`src/rtl/led_spi_receiver.sv`:
```
// SPI slave modelling a MAX7219-style LED controller: oversamples the serial
// bus, assembles 16-bit frames and commits them to a small register file.
module led_spi_receiver #(
  parameter int FRAME_BITS  = 16,
  parameter int SYNC_STAGES = 2
) (
  input  logic       in_clk,
  input  logic       in_rst,
  input  logic       in_LED_CLK,
  input  logic       in_MOSI,
  input  logic       in_CS,
  input  logic [2:0] in_RD_ADDR,
  output logic [7:0] out_RD_DATA,
  output logic       out_FRAME_VALID,
  output logic       out_FRAME_ERR,
  output logic [3:0] out_ADDR,
  output logic [7:0] out_DATA,
  output logic       out_DOUT,
  output logic [7:0] out_DECODE,
  output logic [3:0] out_INTENSITY,
  output logic [2:0] out_SCAN_LIMIT,
  output logic       out_SHUTDOWN,
  output logic       out_TEST
);

  typedef enum logic [1:0] {
    IDLE   = 2'd0,
    SHIFT  = 2'd1,
    COMMIT = 2'd2
  } state_t;

  localparam int LAST = SYNC_STAGES - 1;

  logic [SYNC_STAGES-1:0] ledClkSync_q;
  logic [SYNC_STAGES-1:0] mosiSync_q;
  logic [SYNC_STAGES-1:0] csSync_q;
  logic                   ledClkPrev_q;
  logic                   csPrev_q;
  logic [3:0]             flushCnt_q;
  logic                   csArmed_q;

  state_t                 state_q, state_d;
  logic [FRAME_BITS-1:0]  shift_q, shift_d;
  logic [4:0]             bitCount_q, bitCount_d;
  logic [3:0]             addr_q, addr_d;
  logic [7:0]             data_q, data_d;
  logic                   valid_q, valid_d;
  logic                   err_q, err_d;
  logic                   regWrite;
  logic [15:0][7:0]       regs_q;

  logic                   ledClkRise;
  logic                   csRise;
  logic                   csFall;
  logic                   flushDone;
  logic [3:0]             rdIdx;
  logic [3:0]             frameAddr;

  assign flushDone  = (flushCnt_q >= 4'(SYNC_STAGES));
  assign ledClkRise = ledClkSync_q[LAST] & ~ledClkPrev_q;
  assign csRise     = csSync_q[LAST] & ~csPrev_q;
  assign csFall     = csArmed_q & csPrev_q & ~csSync_q[LAST];
  assign frameAddr  = shift_q[11:8];

  // Input synchronizers and edge history; CS history resets high and a low CS
  // seen straight out of reset is not allowed to count as a falling edge until
  // the chain has flushed and CS has actually been observed high.
  always_ff @(posedge in_clk) begin
    if (in_rst) begin
      ledClkSync_q <= '0;
      mosiSync_q   <= '0;
      csSync_q     <= '1;
      ledClkPrev_q <= 1'b0;
      csPrev_q     <= 1'b1;
      flushCnt_q   <= '0;
      csArmed_q    <= 1'b0;
    end else begin
      ledClkSync_q <= {ledClkSync_q[SYNC_STAGES-2:0], in_LED_CLK};
      mosiSync_q   <= {mosiSync_q[SYNC_STAGES-2:0], in_MOSI};
      csSync_q     <= {csSync_q[SYNC_STAGES-2:0], in_CS};
      ledClkPrev_q <= ledClkSync_q[LAST];
      csPrev_q     <= csSync_q[LAST];
      if (!flushDone) begin
        flushCnt_q <= flushCnt_q + 4'd1;
      end
      if (flushDone && csSync_q[LAST]) begin
        csArmed_q <= 1'b1;
      end
    end
  end

  // Frame FSM: shift on synced clock edges, decide valid/error on CS release.
  always_comb begin
    state_d    = state_q;
    shift_d    = shift_q;
    bitCount_d = bitCount_q;
    addr_d     = addr_q;
    data_d     = data_q;
    valid_d    = 1'b0;
    err_d      = 1'b0;
    regWrite   = 1'b0;
    case (state_q)
      IDLE: begin
        if (csFall) begin
          state_d    = SHIFT;
          bitCount_d = '0;
        end
      end
      SHIFT: begin
        if (csRise) begin
          state_d = COMMIT;
          if (bitCount_q >= 5'(FRAME_BITS)) begin
            valid_d  = 1'b1;
            addr_d   = frameAddr;
            data_d   = shift_q[7:0];
            regWrite = (frameAddr != 4'h0) && (frameAddr != 4'hD) &&
                       (frameAddr != 4'hE);
          end else if (bitCount_q != 5'd0) begin
            err_d = 1'b1;
          end
        end else if (ledClkRise) begin
          shift_d = {shift_q[FRAME_BITS-2:0], mosiSync_q[LAST]};
          if (bitCount_q != 5'd31) begin
            bitCount_d = bitCount_q + 5'd1;
          end
        end
      end
      COMMIT: begin
        if (csFall) begin
          state_d    = SHIFT;
          bitCount_d = '0;
        end else begin
          state_d = IDLE;
        end
      end
      default: begin
        state_d = IDLE;
      end
    endcase
  end

  // Frame state and reporting registers.
  always_ff @(posedge in_clk) begin
    if (in_rst) begin
      state_q    <= IDLE;
      shift_q    <= '0;
      bitCount_q <= '0;
      addr_q     <= '0;
      data_q     <= '0;
      valid_q    <= 1'b0;
      err_q      <= 1'b0;
    end else begin
      state_q    <= state_d;
      shift_q    <= shift_d;
      bitCount_q <= bitCount_d;
      addr_q     <= addr_d;
      data_q     <= data_d;
      valid_q    <= valid_d;
      err_q      <= err_d;
    end
  end

  // Register file indexed by frame address; no-op/unused addresses never write.
  always_ff @(posedge in_clk) begin
    if (in_rst) begin
      regs_q <= '0;
    end else if (regWrite) begin
      regs_q[addr_d] <= data_d;
    end
  end

  assign rdIdx           = {1'b0, in_RD_ADDR} + 4'd1;
  assign out_RD_DATA     = regs_q[rdIdx];
  assign out_FRAME_VALID = valid_q;
  assign out_FRAME_ERR   = err_q;
  assign out_ADDR        = addr_q;
  assign out_DATA        = data_q;
  assign out_DOUT        = shift_q[FRAME_BITS-1];
  assign out_DECODE      = regs_q[4'h9];
  assign out_INTENSITY   = regs_q[4'hA][3:0];
  assign out_SCAN_LIMIT  = regs_q[4'hB][2:0];
  assign out_SHUTDOWN    = ~regs_q[4'hC][0];
  assign out_TEST        = regs_q[4'hF][0];

endmodule

```
`config.mk`:
```
export PLATFORM = sky130hd
export DESIGN_NAME = led_spi_receiver
export DESIGN_NICKNAME = d
export VERILOG_FILES = /design/src/rtl/led_spi_receiver.sv
export SDC_FILE = /design/constraint.sdc
export NUM_CORES = 1
export LEC_CHECK = 0
export ABC_AREA = 1
export CORE_ASPECT_RATIO = 0.8
export CORE_UTILIZATION = 29
export CTS_CLUSTER_SIZE = 28
export DETAILED_ROUTE_END_ITERATION = 12
export SLEW_MARGIN = 15
export SYNTH_ARGS = -nofsm -noshare
export SYNTH_HDL_FRONTEND = slang
export SYNTH_SLANG_ARGS = --single-unit
```
`constraint.sdc`:
```
create_clock -name in_clk -period 2.6 [get_ports in_clk]
set_input_delay 0.65 -clock in_clk [delete_from_list [all_inputs] [get_ports in_clk]]
set_output_delay 0.65 -clock in_clk [all_outputs]
set_load 0.03 [all_outputs]
```
=== Word level (Yosys, flattened, before mapping) ===
Cells that the tools add are included.

* Reduce and logical (&&, ||, !) cells: 14
* Bitwise logic cells: 10
* Muxes and demuxes: 25
* $add $sub $neg: 3
* Order comparisons: 5
* Equal/unequal tests: 11

{| class="wikitable"
|+ Operators by type and width
! kind !! count
|-
| 128-bit bitwise mux || 1
|-
| 8-bit 2-to-1 mux || 5
|-
| 8-bit binary-select mux with 4-bit select || 1
|-
| 8-bit demux with 4-bit select || 1
|-
| 5-bit 2-to-1 mux || 4
|-
| 4-bit 2-to-1 mux || 3
|-
| 4-bit by 5-bit less-than comparator with 1-bit output, second input constant || 2
|-
| 2-bit inequality test, second input constant || 5
|-
| 5-bit one-hot mux with 2 select lines || 1
|-
| 4-bit inequality test, second input constant || 2
|-
| 1-bit 2-to-1 mux || 6
|-
| 1-bit inverter || 6
|-
| 2-bit one-hot mux with 3 select lines || 1
|-
| 5-bit by 1-bit adder with 5-bit output, second input constant || 1
|-
| 5-bit greater-or-equal comparator, second input constant || 1
|-
| 5-bit inequality test, second input constant || 1
|-
| 5-bit AND reduction || 1
|-
| 5-bit nonzero test || 1
|-
| 3-bit by 1-bit adder with 4-bit output, second input constant || 1
|-
| 4-bit by 1-bit adder with 4-bit output, second input constant || 1
|-
| 1-bit AND || 4
|-
| 4-bit by 1-bit greater-or-equal comparator with 1-bit output, second input constant || 1
|-
| 4-bit by 2-bit greater-or-equal comparator with 1-bit output, second input constant || 1
|-
| 1-bit logical AND || 4
|-
| other kinds (12) || 13
|}

* Output and inout port bits: 40
* Input bits: 8
* Logic and storage cells: 98
* Register bits after elaboration: 178

=== Depth between registers and ports, before layout ===
Gate-level depths: netlist of the first run.

* Depth in word-level cells: 9
* Mapped depth: 13
* Gate-level depth less buffers: 11

=== Worst setup path before layout of the first run ===
Ideal clock, no wire load.

* Kind: input -> output
* Start point: in in_RD_ADDR[0]
* End point: out out_RD_DATA[1]
* Data required time: 1.950 ns
* Stages on the path: 7
* Buffers on the path: 2
* Arrival: 2.044 ns
* Path slack: -0.094 ns
* Cells stage by stage: ha_1 -> clkbuf_1 -> clkbuf_1 -> o21ai_0 -> o211ai_1 -> o211ai_1 -> nand2_1

* Word-level cells in the longest chain between the ends: 3

{| class="wikitable"
|+ Ends and longest elaborated chain
! item !! RTL line !! source
|-
| start: declaration || 12 || <nowiki>input logic [2:0] in_RD_ADDR,</nowiki>
|-
| 3-bit by 1-bit adder with 4-bit output || 172 || <nowiki>assign rdIdx = {1'b0, in_RD_ADDR} + 4'd1;</nowiki>
|-
| 8-bit binary-select mux with 4-bit select || 173 || <nowiki>assign out_RD_DATA = regs_q[rdIdx];</nowiki>
|-
| 8-bit 2-to-1 mux (not written as such) || 173 ||
|-
| end: declaration || 13 || <nowiki>output logic [7:0] out_RD_DATA,</nowiki>
|}

No other way between the ends. The select of a mux whose other input is x is not followed.

=== Worst setup path after layout of the first run ===
* Start point: in in_RD_ADDR[0]
* End point: out out_RD_DATA[5]

The elaborated chain is that of the path after synthesis.

==> results.md, run 1 <==
* Vias in the first global route at 6795
* Setup TNS at -0.939 ns
* # setup viols final at 8
* Worst EP required at 1.95 ns
* Latest clock arrival within the worst-skew pair at 0.44 ns
* CTS tree: done
* Largest net degree at the start of global routing at 49
* DR pass1 iterations at 5
* Clock Pin Slew Worst Setup and Hold Paths at 0.07 ns
* Global route overflow at 0
* Sequential power share at 0.469
* Combinational share of power at 0.113
* Final cell count without fillers at 1566
* Post-Syn Area per Cell at 7.00 um^2
* NumNets Final at 1204
* Worst Skew at 0.0115 ns
* CP endpoint kind: output port
* Sequential-to-total area share from yosys stat at 0.439
* Max Slew Vio Count at 0
* Sw frac at 0.265
* Leak at 3.78 nW
* Slew @ Worst Pin at 0.580 ns
* Antenna Cells at 0
* Inst Count DP at 1530
* Worst vdd ir at 0.467 mV
* Post-synthesis net count at 1172
* Hold_buf cts at 0
* Fillers at 2912
* YS warnings at 0
* Core footprint at 27400 um^2
* First-pass GRT wire length at 38100 um
* CTS H-Tree Depth at 4
* Kind of critical path: in -> out
* Total power draw at 0.00592 W
* Critical Path Start Type: input port
* Rows at 54
* Sw Pwr at 0.00157 W
* Max clock buf depth at 2
* Minimum clock period at 2.74 ns
* DIE HEIGHT at 152 um
* Cells after Synth at 1158
* Cell area power density at 603 nW/um^2
* Antenna violations before repair at 0
* Failing checks: setup timing
* Vias per inst at 4.73
* Period Utilization, post-route at 1.05
* Share of cells above drive strength 1 at 0.134
* I/O pin count at 48
* Unrepaired setup endpoints after global routing: true
* Max-slew headroom at 0.613
* Fmax at 365 MHz
* Initial core utilization at 0.296
* Outcome: complete, but fails checks
* Starting DRC count in detailed routing at 705
* Full die area at 28600 um^2
* FF+latch count, synth at 178
* Setup slack after layout at -0.141 ns
* CTS root buf: clkbuf_16
* Most frequent cells in the layout: 333 x nor2_1, 178 x dfxtp_1, 142 x nand2_1
* Routed WL at 23700 um
* Internal cell power at 0.00435 W
* Cell Area, Synth at 8110 um^2
* DR vias at 7402
* I/O Buffers at 47
* Multi-input gate area at 3940 um^2
* Fin util at 0.359
* Synth cell types at 30
* # clock sinks at 178
* DPL Wire Length at 15900 um
* Register area at 3560 um^2
* Num CTS Buffers at 17
* Commonest non-fill, non-tap cell in the layout: nor2_1
* Fin. Hold Viols at 0
* P&R area growth vs syn at 21.1%
* Tightest Hold Check Type: reg -> reg
* Antenna viol nets, final at 0
* Post-DR wirelength/cell at 15.2 um
* Total Routing Usage GR at 0.172
* Gpl congestion at 0.872
* Die X at 189 um
* DRC Markers at 0
* Max-capacitance violation count at 0
* Worst EP arrival at 2.09 ns
* Crit-path max FO at 14
* Clk pwr share at 0.417
path summary, 6_finish.rpt:
kind | from | to | slack [ns] | cells after the start
worst max-delay path | in_RD_ADDR[0] | out_RD_DATA[5] | -0.14 | 10
worst min-delay path | mosiSync_q[0] | mosiSync_q[1] | 0.40 | 2
worst max register to register | state_q[1] | regs_q[51] | 0.41 | 12
worst min register to register | mosiSync_q[0] | mosiSync_q[1] | 0.40 | 2
critical path, cell delays in order:
cell	delay, ns
buf_8	0.11
ha_4	0.29
buf_12	0.12
buf_8	0.14
nor2_1	0.05
o21ai_0	0.07
o21ai_0	0.11
o211ai_1	0.29
nand2_2	0.11
buf_6	0.15
area by class of cell:
class	instances	area share
clock buffer	21	0.0479
clock inverter	10	0.00803
inverter	68	0.0262
multi-input combinational	829	0.402
tap	364	0.0464
sequential	178	0.363
timing repair buffer	96	0.107
per-layer routing:
layer  part of all wire  GRT usage
met4             0.0094     0.0399
met3              0.061     0.0339
met5                  0          0
met1               0.52      0.257
met2               0.41      0.250
synth_stat cells:
library cell,instances,area share
buf_6,2,0.0028
nor2_2,9,0.0069
buf_4,28,0.026
a211oi_1,3,0.0028
o211ai_1,32,0.030
nand2_4,1,0.0014
and3_1,1,0.00077
nand2_2,5,0.0039
inv_2,5,0.0023
nand3_1,127,0.078
clkbuf_1,28,0.013
nor3b_1,1,0.00093
nand3_2,3,0.0037
buf_1,13,0.0060
a21oi_1,35,0.022
xor2_1,1,0.0011
nor3_1,3,0.0019
dfxtp_1,178,0.44
nand2_1,149,0.069
o21a_1,1,0.00093
buf_2,12,0.0074
a21oi_2,7,0.0076
nor2_1,337,0.16
clkinv_1,1,0.00046
o21ai_0,89,0.055
or2_2,3,0.0023
nor2_4,15,0.021
o21ai_1,1,0.00062
inv_1,62,0.029
ha_1,6,0.0093
cells by family (layout without fill, tap and decap cells):
family,after synthesis,after routing,synth area share
and+or+nand+nor,654,654,0.346
xor gates and xnor gates,1,1,0.00108
buffers and inverters,151,195,0.0865
DFF,178,178,0.439
AOI/OAI and AO/OA,168,168,0.118
adders and majority gates,6,6,0.00925
state kept, by name (all words and copies together), names as in the netlist, 3 cells and up:
| name | count |
|---|---|
| out_SCAN_LIMIT | 3 |
| flushCnt_q | 4 |
| regs_q | 112 |
| out_DECODE | 8 |
| out_DATA | 8 |
| out_INTENSITY | 4 |
| out_ADDR | 4 |
| bitCount_q | 5 |
| shift_q | 16 |
power by group through the flow:
stage,clock (W),sequential (W),combinational (W)
after floorplan,0,0.00284,0.000362
after global placement,0,0.00284,0.000557
after detailed placement,0,0.00284,0.000562
after CTS,0.00250,0.00278,0.000660
after global routing,0.00263,0.00278,0.000734
final,0.00247,0.00278,0.000671
per-stage QoR:
step	setup WS [ns]	cell area, um^2	hold slack [ns]
global route	-0.199	9820	0.419
floorplan	-0.0160	8130	0.388
detailed placement	-0.599	8990	0.394
CTS	-0.163	9790	0.407
finish	-0.141	9820	0.402
global placement	-0.588	8990	0.397
timing repair:
item	4_1_cts	5_1_grt
setup endpoints to repair	8	8
resized for setup	53	34
buffers inserted	3	0
gates cloned	3	0
pin swaps	26	24
No activity file was read; power rests on OpenSTA's default activity.
==> run 2, diff against run 1 <==
GPL_ROUTABILITY_DRIVEN = 0   (was unset)
SKIP_LAST_GASP = 1   (was unset)
==> run 2 against run 1 <==
Net effect: the flow still finishes with violations (setup timing); hold slack gained 0.0014 ns; wire length grew 3.0%; non-clock buffer count fell by 1; largest cell class unchanged; die area stayed put; sequential share of layout area down 0.22 points; critical path depth fell by 1; global-route usage up 0.18 points; combinational power grew 2%; worst setup slack got worse by 0.053 ns; clock power up 13%; critical endpoint is now out_RD_DATA[1]; via count grew 1.2%; first-iteration DRC count is 9.1% lower; highest routed layer unchanged.
==> results.md, run 2 (synthesis gave the netlist of run 1 again) <==
* Fillers at 2860
* First-pass GRT wire length at 38400 um
* Post-DR wirelength/cell at 15.6 um
* # clock sinks at 178
* CP top delay family: compound AO/OA/AOI/OAI gates
* Num CTS Buffers at 17
* Setup slack after layout at -0.194 ns
* Fmax at 358 MHz
* I/O pin count at 48
* Fin util at 0.361
* DR vias at 7492
* Unrepaired setup endpoints after global routing: true
* Share of cells above drive strength 1 at 0.133
* Critical Path Start Type: input port
* Max-slew headroom at 0.619
* Clock Pin Slew Worst Setup and Hold Paths at 0.07 ns
* Crit-path max FO at 5
* Multi-input gate area at 3930 um^2
* Combinational share of power at 0.110
* P&R area growth vs syn at 21.8%
* Starting DRC count in detailed routing at 641
* DIE HEIGHT at 152 um
* CTS H-Tree Depth at 4
* Sequential power share at 0.444
* Antenna violations before repair at 0
* Max reg flops at 112
* Antenna Cells at 0
* Global route overflow at 0
* Leading registers by flop count: regs_q x112, shift_q x16
* Internal cell power at 0.00466 W
* Max clock buf depth at 2
* # setup viols final at 8
* Most frequent cells in the layout: 332 x nor2_1, 178 x dfxtp_1, 142 x nand2_1
* DR pass1 iterations at 5
* Clk pwr share at 0.446
* Rows at 54
* Slew @ Worst Pin at 0.571 ns
* Max-capacitance violation count at 0
* Worst Path Buf+Inv at 4
* Minimum clock period at 2.79 ns
* Antenna viol nets, final at 0
* Full die area at 28600 um^2
* Hold_ws at 0.403 ns
* I/O Buffers at 47
* Failing checks: setup timing
* Worst EP required at 1.95 ns
* Tightest Hold Check Type: reg -> reg
* CP max stage delay at 0.35 ns
* Total Routing Usage GR at 0.174
* DRC Markers at 0
* Die X at 189 um
* Worst EP arrival at 2.14 ns
* Kind of critical path: in -> out
* Core footprint at 27400 um^2
* Critical Path Slowest Stage Cell: ha_4
* Sw frac at 0.254
* Vias per inst at 4.78
* Register area at 3560 um^2
* Latest clock arrival within the worst-skew pair at 0.44 ns
* DPL Wire Length at 15800 um
* Period Utilization, post-route at 1.07
* Worst vdd ir at 0.452 mV
* Commonest non-fill, non-tap cell in the layout: nor2_1
* Sw Pwr at 0.00159 W
* Cell area power density at 633 nW/um^2
* CTS tree: done
* Reg with most FFs: regs_q
* Routed WL at 24500 um
* Hold_buf cts at 0
* Max Slew Vio Count at 0
* CP endpoint kind: output port
* CTS root buf: clkbuf_16
* NumNets Final at 1203
* Crit-path cells: buf_12 > ha_4 > buf_12 > buf_16 > o21ai_1 > o211ai_1 > o211ai_1 > nand2_1 > buf_6
* Leak at 3.81 nW
* Outcome: complete, but fails checks
* Initial core utilization at 0.296
* Largest net degree at the start of global routing at 49
* Fin. Hold Viols at 0
* Vias in the first global route at 6872
* Worst Skew at 0.00951 ns
## run 2: cell types whose count changed in the layout (fill, tap and decap cells not counted), sizes merged
cell	delta
clkbuf	-4
inv	+2
buf	-1
clkinvlp	-1
bufinv	+4
## run 2: layout make-up
class                      instances  area share
clock buffer                      17      0.0431
clock inverter                    15      0.0208
inverter                          68      0.0260
multi-input combinational        829       0.398
sequential                       178       0.361
tap                              364      0.0461
timing repair buffer              95       0.106
## run 2: final timing paths
path	from	to	slack (ns)	depth (start not counted)
setup / recovery	in_RD_ADDR[0]	out_RD_DATA[1]	-0.19	9
hold / removal	mosiSync_q[0]	mosiSync_q[1]	0.40	2
setup reg to reg	csSync_q[1]	regs_q[54]	0.40	10
hold reg to reg	mosiSync_q[0]	mosiSync_q[1]	0.40	2
## run 2: per-stage QoR
step                      area (um^2)  total power (W)  std cells  setup slack (ns)  TNS, ns
after floorplan                  8130          0.00320       1158           -0.0160  -0.0160
after global placement           8980          0.00340       1528            -0.590    -4.40
after detailed placement         8980          0.00341       1528            -0.611    -4.72
after CTS                        9810          0.00625       1565            -0.185    -1.41
after global routing             9880          0.00647       1566            -0.223    -1.62
final                            9880          0.00625       1566            -0.194    -1.24
## run 2: power groups by stage
stage | sequential [W] | clock, W | combinational [W]
CTS | 0.00278 | 0.00282 | 0.000657
global placement | 0.00284 | 0 | 0.000561
detailed placement | 0.00284 | 0 | 0.000566
finish | 0.00278 | 0.00279 | 0.000686
global route | 0.00278 | 0.00295 | 0.000741
floorplan | 0.00284 | 0 | 0.000362
## run 2: tightest hold or removal path, cell delays in order (launching register included)
cell and delay (ns):
dfxtp_1 0.30, inv_1 0.04, nor2_1 0.03
## run 2: per-layer routing
layer,up-vias,GRT usage,wire length (um)
met4,0,0.0556,395
met5,-,0,0
li1,3779,-,-
met3,28,0.0320,1580
met2,255,0.251,10100
met1,3430,0.257,12300
## run 2: timing repair
| item | CTS | global route |
|---|---|---|
| endpoints found under the setup margin | 8 | 8 |
| gates resized for setup | 54 | 35 |
| pin swaps | 24 | 30 |
| setup buffers | 2 | 5 |
| cloned | 4 | 0 |
==> run 3, diff against run 2 <==
CORE_UTILIZATION = 54   (was 29)
CTS_BUF_LIST = sky130_fd_sc_hd__clkbuf_16   (was unset)
PLACE_DENSITY = 0.76   (was unset)
==> run 3 against run 2 <==
Net effect: the run ends with DRC, setup timing left; utilization increased by 30 points; non-clock buffer count increased by 4; combinational power increased by 1%; clock power decreased by 7.9%; first-iteration DRC count increased by 52%; register-to-register slack improved by 0.10 ns; highest routed layer unchanged.
==> results.md, run 3 (synthesis gave the netlist of run 1 again) <==
* Core footprint at 14500 um^2
* First-pass GRT wire length at 37100 um
* Period Utilization, post-route at 1.06
* Metal1 wirelength at 10100 um
* # setup viols final at 8
* I/O pin count at 48
* I/O Buffers at 47
* Leak at 3.82 nW
* DPL Wire Length at 14000 um
* Outcome: complete, but fails checks
* DR pass1 iterations at 9
* Failing checks: DRC, setup timing
* Max-capacitance violation count at 0
* Rows at 39
* Worst Skew at 0.00792 ns
* DR vias at 7698
* Minimum clock period at 2.76 ns
* Met2 WL at 9800 um
* Vias per inst at 5.54
* Antenna Cells at 0
* Share of cells above drive strength 1 at 0.137
* Die X at 139 um
* P&R area growth vs syn at 18.8%
* Critical Path Slowest Stage Cell: ha_4
* Tightest Hold Check Type: reg -> reg
* Critical Path Start Type: input port
* NumNets Final at 1207
* Slew @ Worst Pin at 0.582 ns
* Kind of critical path: in -> out
* Sequential power share at 0.460
* Top sig layer: met4
* DRC Markers at 3
* Max clock buf depth at 2
* Total power draw at 0.00604 W
* Clk pwr share at 0.425
* Antenna viol nets, final at 0
* Latest clock arrival within the worst-skew pair at 0.44 ns
* Antenna violations before repair at 0
* DIE HEIGHT at 112 um
* Fin. Hold Viols at 0
* Place WS at -0.542 ns
* CTS root buf: clkbuf_16
* Sw Pwr at 0.00157 W
* Routed WL at 22400 um
* Fillers at 1237
* Final cell count without fillers at 1390
* Num CTS Buffers at 17
* Vias in the first global route at 7268
* Largest net degree at the start of global routing at 65
* Worst EP arrival at 2.11 ns
* Full die area at 15500 um^2
* Internal cell power at 0.00448 W
* Initial core utilization at 0.560
* CTS tree: done
* Starting DRC count in detailed routing at 976
* Leading registers by flop count: regs_q x112, shift_q x16
* CP endpoint kind: output port
* Sw frac at 0.259
* Combinational share of power at 0.115
* Setup slack after layout at -0.160 ns
* Total Routing Usage GR at 0.305
* Reg with most FFs: regs_q
* Cell area power density at 627 nW/um^2
* Clock Pin Slew Worst Setup and Hold Paths at 0.06 ns
* Fmax at 362 MHz
* Inst Count DP at 1352
* Worst vdd ir at 0.536 mV
* Met3 routed WL at 2100 um
* Most frequent cells in the layout: 334 x nor2_1, 178 x dfxtp_1, 142 x nand2_1
* Unrepaired setup endpoints after global routing: true
* # clock sinks at 178
* Commonest non-fill, non-tap cell in the layout: nor2_1
* Max Slew Vio Count at 0
* Post-DR wirelength/cell at 16.1 um
* Max-slew headroom at 0.612
* Global route overflow at 0
* Max reg flops at 112
* Worst EP required at 1.95 ns
* CP max stage delay at 0.33 ns
* Crit-path cells: buf_8 > ha_4 > buf_8 > buf_16 > o21ai_1 > o211ai_1 > o211ai_1 > nand2_1 > buf_6
* Crit-path max FO at 5
* CTS H-Tree Depth at 4
-- run 3: per-stage QoR --
step	TNS, ns	hold WS (ns)	cell area [um^2]	utilization
floorplan	-0.0160	0.388	8130	-
global placement	-3.82	0.399	8780	0.606
detailed placement	-4.08	0.403	8780	0.606
CTS	-1.17	0.412	9690	0.668
global route	-1.51	0.431	9640	0.665
finish	-1.03	0.410	9640	0.665
-- run 3: what timing repair did --
action,CTS,global route
pin swaps,26,18
gates resized for setup,52,27
buffers inserted,5,0
endpoints found under the setup margin,8,8
cloned,6,0
hold buffers,0,0
-- run 3: layout make-up --
| type | instances | area (um^2) | area share |
|---|---|---|---|
| repair buffers | 99 | 1070 | 0.112 |
| clock inverters | 15 | 159 | 0.0165 |
| multi-input cells | 829 | 3930 | 0.408 |
| inverters | 68 | 256 | 0.0266 |
| flip-flops and latches | 178 | 3560 | 0.370 |
| well taps | 184 | 230 | 0.0239 |
| clock buffers | 17 | 425 | 0.0441 |
-- run 3: final timing paths --
path | start | endpoint | slack [ns] | cells after the start
setup / recovery | in_RD_ADDR[0] | out_RD_DATA[1] | -0.16 | 9
hold / removal | mosiSync_q[0] | mosiSync_q[1] | 0.41 | 2
setup reg to reg | state_q[1] | regs_q[12] | 0.50 | 11
hold reg to reg | mosiSync_q[0] | mosiSync_q[1] | 0.41 | 2
-- run 3: power by group through the flow --
stage	combinational (W)	clock (W)	sequential [W]
floorplan	0.000362	0	0.00284
global placement	0.000558	0	0.00284
detailed placement	0.000567	0	0.00284
CTS	0.000704	0.00258	0.00278
global route	0.000755	0.00270	0.00278
finish	0.000696	0.00257	0.00278
-- run 3: metal layers --
layer  up-vias  global-route usage
li1       3782                   -
met1      3543               0.415
met2       330               0.465
met3        43              0.0920
met4         0              0.0933
met5         -                   0
-- run 3: worst max-delay path: cells and delay by family --
family / cells / cell delay, ns
buffers and inverters: 4 / 0.51
AOI/OAI and AO/OA: 3 / 0.49
adders and majority gates: 1 / 0.33
and+or+nand+nor: 1 / 0.12
